## config.mk

```make
export PLATFORM = sky130hd
export DESIGN_NAME = id_stage_pipe
export DESIGN_NICKNAME = d
export VERILOG_FILES = /design/src/rtl/id_stage_pipe.sv
export SDC_FILE = /design/constraint.sdc
export NUM_CORES = 2
export LEC_CHECK = 0
export ABC_AREA = 1
export BUFFER_PORTS_ARGS = -buffer_cell sky130_fd_sc_hd__buf_2
export CAP_MARGIN = 25
export CORE_ASPECT_RATIO = 1.4
export CORE_MARGIN = 1
export CORE_UTILIZATION = 60
export DETAILED_ROUTE_END_ITERATION = 12
export PLACE_DENSITY = 0.8
export SYNTH_ARGS = -nofsm -noshare
export SYNTH_HDL_FRONTEND = slang
export SYNTH_SLANG_ARGS = --single-unit
```

## constraint.sdc

```tcl
create_clock -name clk -period 1.9 [get_ports clk]
set_input_delay 0.19 -clock clk [delete_from_list [all_inputs] [get_ports clk]]
set_output_delay 0.19 -clock clk [all_outputs]
set_load 0.03 [all_outputs]
```

## src/rtl/id_stage_pipe.sv

```systemverilog
// Instruction-decode stage: field decode, condition check, 16-entry register file
// with optional write-back bypass, and the ID/EXE pipeline register.
module id_stage_pipe #(
   parameter int DATA_W        = 32,
   parameter int PC_W          = 32,
   parameter int WB_BYPASS     = 1,
   parameter int RF_INIT_INDEX = 1
) (
   input  logic              clk,
   input  logic              rst,
   input  logic              if_valid,
   input  logic [PC_W-1:0]   if_pc,
   input  logic [31:0]       if_instr,
   input  logic              hazard,
   input  logic              flush,
   input  logic [3:0]        status,
   input  logic              wb_en,
   input  logic [3:0]        wb_dest,
   input  logic [DATA_W-1:0] wb_value,
   output logic              id_ready,
   output logic [3:0]        src1,
   output logic [3:0]        src2,
   output logic              two_src,
   output logic              ex_valid,
   output logic [PC_W-1:0]   ex_pc,
   output logic [3:0]        ex_cmd,
   output logic              ex_mem_r,
   output logic              ex_mem_w,
   output logic              ex_wb_en,
   output logic              ex_b,
   output logic              ex_s,
   output logic [DATA_W-1:0] ex_rn_val,
   output logic [DATA_W-1:0] ex_rm_val,
   output logic              ex_imm,
   output logic [11:0]       ex_shift_op,
   output logic [23:0]       ex_simm24,
   output logic [3:0]        ex_dest,
   output logic [3:0]        ex_src1,
   output logic [3:0]        ex_src2
);

   typedef struct packed {
      logic              valid;
      logic [PC_W-1:0]   pc;
      logic [3:0]        cmd;
      logic              mem_r;
      logic              mem_w;
      logic              wb_en;
      logic              b;
      logic              s;
      logic [DATA_W-1:0] rn_val;
      logic [DATA_W-1:0] rm_val;
      logic              imm;
      logic [11:0]       shift_op;
      logic [23:0]       simm24;
      logic [3:0]        dest;
      logic [3:0]        src1;
      logic [3:0]        src2;
   } ex_t;

   logic [3:0] cond;
   logic [1:0] mode;
   logic       imm_bit;
   logic [3:0] opcode;
   logic       s_bit;
   logic [3:0] rn;
   logic [3:0] rd;
   logic [3:0] rm;

   assign cond    = if_instr[31:28];
   assign mode    = if_instr[27:26];
   assign imm_bit = if_instr[25];
   assign opcode  = if_instr[24:21];
   assign s_bit   = if_instr[20];
   assign rn      = if_instr[19:16];
   assign rd      = if_instr[15:12];
   assign rm      = if_instr[3:0];

   logic [3:0] dec_cmd;
   logic       dec_mem_r;
   logic       dec_mem_w;
   logic       dec_wb_en;
   logic       dec_b;
   logic       dec_s;

   always_comb begin
      dec_cmd   = 4'b0000;
      dec_mem_r = 1'b0;
      dec_mem_w = 1'b0;
      dec_wb_en = 1'b0;
      dec_b     = 1'b0;
      dec_s     = 1'b0;
      case (mode)
         2'b00: begin
            dec_wb_en = 1'b1;
            dec_s     = s_bit;
            case (opcode)
               4'b1101: dec_cmd = 4'b0001;
               4'b1111: dec_cmd = 4'b1001;
               4'b0100: dec_cmd = 4'b0010;
               4'b0101: dec_cmd = 4'b0011;
               4'b0010: dec_cmd = 4'b0100;
               4'b0110: dec_cmd = 4'b0101;
               4'b0000: dec_cmd = 4'b0110;
               4'b1100: dec_cmd = 4'b0111;
               4'b0001: dec_cmd = 4'b1000;
               4'b1010: begin
                  dec_cmd   = 4'b0100;
                  dec_wb_en = 1'b0;
                  dec_s     = 1'b1;
               end
               4'b1000: begin
                  dec_cmd   = 4'b0110;
                  dec_wb_en = 1'b0;
                  dec_s     = 1'b1;
               end
               default: begin
                  dec_wb_en = 1'b0;
                  dec_s     = 1'b0;
               end
            endcase
         end
         2'b01: begin
            dec_cmd   = 4'b0010;
            dec_mem_r = s_bit;
            dec_wb_en = s_bit;
            dec_mem_w = ~s_bit;
         end
         2'b10: dec_b = 1'b1;
         default: ;
      endcase
   end

   logic flag_n, flag_z, flag_c, flag_v;
   logic cond_ok;
   assign {flag_n, flag_z, flag_c, flag_v} = status;

   always_comb begin
      cond_ok = 1'b0;
      case (cond)
         4'b0000: cond_ok = flag_z;
         4'b0001: cond_ok = ~flag_z;
         4'b0010: cond_ok = flag_c;
         4'b0011: cond_ok = ~flag_c;
         4'b0100: cond_ok = flag_n;
         4'b0101: cond_ok = ~flag_n;
         4'b0110: cond_ok = flag_v;
         4'b0111: cond_ok = ~flag_v;
         4'b1000: cond_ok = flag_c & ~flag_z;
         4'b1001: cond_ok = ~flag_c | flag_z;
         4'b1010: cond_ok = (flag_n == flag_v);
         4'b1011: cond_ok = (flag_n != flag_v);
         4'b1100: cond_ok = ~flag_z & (flag_n == flag_v);
         4'b1101: cond_ok = flag_z | (flag_n != flag_v);
         4'b1110: cond_ok = 1'b1;
         default: cond_ok = 1'b0;
      endcase
   end

   assign id_ready = ~hazard;
   assign src1     = rn;
   assign src2     = dec_mem_w ? rd : rm;
   assign two_src  = ~imm_bit | dec_mem_w;

   // One flop word per register so each can carry its own reset value.
   logic [DATA_W-1:0] rf_word [16];

   for (genvar gi = 0; gi < 16; gi++) begin : g_rf
      localparam logic [DATA_W-1:0] INIT_VAL = (RF_INIT_INDEX != 0) ? DATA_W'(gi) : '0;
      logic [DATA_W-1:0] word_reg;
      always_ff @(posedge clk) begin
         if (rst)
            word_reg <= INIT_VAL;
         else if (wb_en && (wb_dest == 4'(gi)))
            word_reg <= wb_value;
      end
      assign rf_word[gi] = word_reg;
   end

   logic [DATA_W-1:0] rd1_val;
   logic [DATA_W-1:0] rd2_val;
   assign rd1_val = ((WB_BYPASS != 0) && wb_en && (wb_dest == src1)) ? wb_value : rf_word[src1];
   assign rd2_val = ((WB_BYPASS != 0) && wb_en && (wb_dest == src2)) ? wb_value : rf_word[src2];

   ex_t ex_reg;
   ex_t ex_next;

   // Flush, hazard and an empty slot all collapse to the same all-zero bubble.
   always_comb begin
      ex_next = '0;
      if (!flush && !hazard && if_valid) begin
         ex_next.valid    = 1'b1;
         ex_next.pc       = if_pc;
         ex_next.cmd      = cond_ok ? dec_cmd : 4'b0000;
         ex_next.mem_r    = cond_ok & dec_mem_r;
         ex_next.mem_w    = cond_ok & dec_mem_w;
         ex_next.wb_en    = cond_ok & dec_wb_en;
         ex_next.b        = cond_ok & dec_b;
         ex_next.s        = cond_ok & dec_s;
         ex_next.rn_val   = rd1_val;
         ex_next.rm_val   = rd2_val;
         ex_next.imm      = imm_bit;
         ex_next.shift_op = if_instr[11:0];
         ex_next.simm24   = if_instr[23:0];
         ex_next.dest     = rd;
         ex_next.src1     = src1;
         ex_next.src2     = src2;
      end
   end

   always_ff @(posedge clk) begin
      if (rst)
         ex_reg <= '0;
      else
         ex_reg <= ex_next;
   end

   assign ex_valid    = ex_reg.valid;
   assign ex_pc       = ex_reg.pc;
   assign ex_cmd      = ex_reg.cmd;
   assign ex_mem_r    = ex_reg.mem_r;
   assign ex_mem_w    = ex_reg.mem_w;
   assign ex_wb_en    = ex_reg.wb_en;
   assign ex_b        = ex_reg.b;
   assign ex_s        = ex_reg.s;
   assign ex_rn_val   = ex_reg.rn_val;
   assign ex_rm_val   = ex_reg.rm_val;
   assign ex_imm      = ex_reg.imm;
   assign ex_shift_op = ex_reg.shift_op;
   assign ex_simm24   = ex_reg.simm24;
   assign ex_dest     = ex_reg.dest;
   assign ex_src1     = ex_reg.src1;
   assign ex_src2     = ex_reg.src2;

endmodule

```

==> flow_metrics.env <==
export IMPL_synth_top_area_share_pct=40.2
export IMPL_cap_violations=0
export IMPL_setup_viol=0
export IMPL_routed_top_layer="met5"
export IMPL_power_internal_mw=23.6
export IMPL_finalHoldViolCount=0
export IMPL_syn2layout_area_growth_pct=18.7
export IMPL_pin_count=275
export IMPL_place_congestion=0.910
export IMPL_rows=100
export IMPL_slew_headroom_pct=32.5
export IMPL_min_period_ns=1.87
export IMPL_largest_reg_flops=512
export IMPL_die_h_um=276
export IMPL_swShare_pct=27.7
export IMPL_wl_per_cell_um=20.3
export IMPL_grt_remaining_overflow=0
export IMPL_track_usage_pct=41.9
export IMPL_p_leak_nw=16.8
export IMPL_antenna_cells=0
export IMPL_synth_edf_count=0
export IMPL_antenna_found_initial=1
export IMPL_synth_xor_area_share_pct=0.0544
export IMPL_cp_end_kind="primary output"
export IMPL_drt_drc_violations_left=0
export IMPL_portBuffers=274
export IMPL_finalNetCount=5108
export IMPL_synth_compound_area_share_pct=24.8
export IMPL_critical_path_class="in2out"
export IMPL_grt_first_pass_wirelength_um=181000
export IMPL_fmax_ghz=0.534
export IMPL_netSwitchingPower_mw=9.05
export IMPL_crit_path_max_fanout=11
export IMPL_hold_class="in2reg"
export IMPL_clock_skew_ns=0.0197
export IMPL_post_layout_total_power_mw=32.7
export IMPL_start_kind="input port"
export IMPL_syn_inst=4844
export IMPL_ys_seq_area_share_pct=40.2
export IMPL_first_global_vias=33300
export IMPL_wl_met3_um=15200
export IMPL_cts_root_buf="clkbuf_16"
export IMPL_synthAdderAreaFrac_pct=0
export IMPL_clk_latency_ns=0.63
export IMPL_synth_area_leaders="dfxtp_1 40%, nand3_1 13%, o21ai_0 12%"
export IMPL_ys_types=30
export IMPL_fin_tns_setup_ns=0
export IMPL_async_flop_share_pct=0
export IMPL_fp_coreArea_um2=53100
export IMPL_dpl_hpwl_um=65500
export IMPL_antenna_left=0
export IMPL_ys_top_cells_by_count="839 x nand3_1, 749 x o21ai_0, 743 x a21oi_1"
export IMPL_syn_area_um2=32200
export IMPL_grt_max_degree=231
export IMPL_first_pass_iters=9
export IMPL_dieArea_um2=54600
export IMPL_status="finished clean"
export IMPL_drv_slew=0
export IMPL_synth_top_family_by_area="compound AO/OA/AOI/OAI gates"
export IMPL_critPathRequiredTime_ns=1.71
export IMPL_clock_sinks=647
export IMPL_post_route_util_pct=72.0
export IMPL_cts_buffer_depth=3
export IMPL_clockPowerShare_pct=41.7
export IMPL_n_fill_cell=4410
export IMPL_arrival_ns=1.68
export IMPL_synthSimpleGateAreaFrac_pct=21.0
export IMPL_drt_vias_per_instance=6.14
export IMPL_dr_wl_met2_um=51900
export IMPL_yosysWarnings=0
export IMPL_synth_area_per_cell_um2=6.64
export IMPL_tritoncts="yes"
export IMPL_h_tree_depth=3
export IMPL_first_iter_violations=4373
export IMPL_syn_num_nets=4954
export IMPL_drive_above_1_share_pct=12.4
export IMPL_muxShareOfSynthArea_pct=0
export IMPL_yosysMostFrequentCell="nand3_1"
export IMPL_clk_pin_slew_ns=0.06
export IMPL_ys_flop_type="dfxtp_1"
export IMPL_ys_ff_latch=647
export IMPL_p_comb_share_pct=15.6
export IMPL_yosysTopAreaCell="dfxtp_1"
export IMPL_via_count=35400
export IMPL_post_route_period_util_pct=98.5
export IMPL_p_per_area_nw_per_um2=855
export IMPL_fin_hold_ws_ns=0.0190
export IMPL_power_frac_seq_pct=42.7
export IMPL_worstMarginPinSlew_ns=1.01
export IMPL_routed_wirelength_um=117000
export IMPL_cts_buffers=66
export IMPL_initial_utilization_pct=60.7
export IMPL_route_layer_met1_wl_um=42000
export IMPL_die_width_um=198
export IMPL_ir_drop_mv=0.746
repair_timing:
item,in CTS,in global routing
setup buffers,0,2
gates resized for setup,0,3
setup endpoints to repair,0,2
hold endpoints to repair,64,0
hold buffers,64,0
through the flow:
step	cell area, um^2	setup slack (ns)	instances
5_1_grt	38200	-0.00894	5758
4_1_cts	38200	0.0175	5756
3_5_place_dp	35300	-0.107	5578
2_1_floorplan	32200	0.134	4844
3_3_place_gp	35300	-0.0500	5578
6_report	38200	0.0284	5758
placed cells by master (no fill, tap or decap), drive strengths merged, types with 2 or more instances in the layout:
cell,count
a21oi,743
buf,481
bufinv,5
clkbuf,104
clkinv,5
clkinvlp,2
dfxtp,647
dlygate4sd3,64
inv,669
nand2,479
nand3,841
nand3b,5
nand4,4
nor2,171
nor3,3
o2111ai,2
o211ai,57
o21ai,754
o221ai,2
xor2,2
power by group through the flow:
stage	Sequential, mW	Clock, mW	Combinational (mW)
2_1_floorplan	14.3	0	2.87
3_3_place_gp	14.2	0	4.69
6_report	14.0	13.6	5.09
3_5_place_dp	14.3	0	4.75
4_1_cts	14.0	13.6	4.90
5_1_grt	14.0	14.2	5.47
final cells by class:
class / instances / area (um^2) / share of cell area (%)
Multi-Input combinational cell: 3067 / 14900 / 38.9
Sequential cell: 647 / 13000 / 33.9
Timing Repair Buffer: 549 / 4750 / 12.4
Inverter: 667 / 2530 / 6.61
Clock buffer: 100 / 2010 / 5.27
Tap cell: 714 / 893 / 2.34
Clock inverter: 14 / 208 / 0.544
critical path, cell delays in order:
cell	delay (ns)
dlygate4sd3_1	0.55
buf_2	0.12
inv_1	0.09
nand2_1	0.10
o21ai_4	0.13
inv_4	0.12
buf_12	0.19
clkbuf_4	0.19
layer usage:
metal	vias up	GRT usage, %
met5	-	0
met4	2	27.9
met3	599	9.94
met2	2529	65.0
met1	15900	51.5
li1	16300	-
final timing paths:
| kind | startpoint | to | slack (ns) | cells after the start |
|---|---|---|---|---|
| max | if_instr[2] | src2[2] | 0.03 | 8 |
| min | if_instr[27] | ex_cmd[1] | 0.02 | 5 |
| max reg2reg | g_rf[13].word_reg[22] | ex_rn_val[22] | 0.59 | 8 |
| min reg2reg | g_rf[8].word_reg[23] | g_rf[8].word_reg[23] | 0.46 | 2 |
kinds of logic (layout without fill, tap and decap cells):
family,count (synthesis),in the layout
compound gates,1561,1561
xor+xnor,2,2
buf+inv,1130,1330
flops,647,647
simple gates,1504,1504
(Power assumes the default switching activity.)
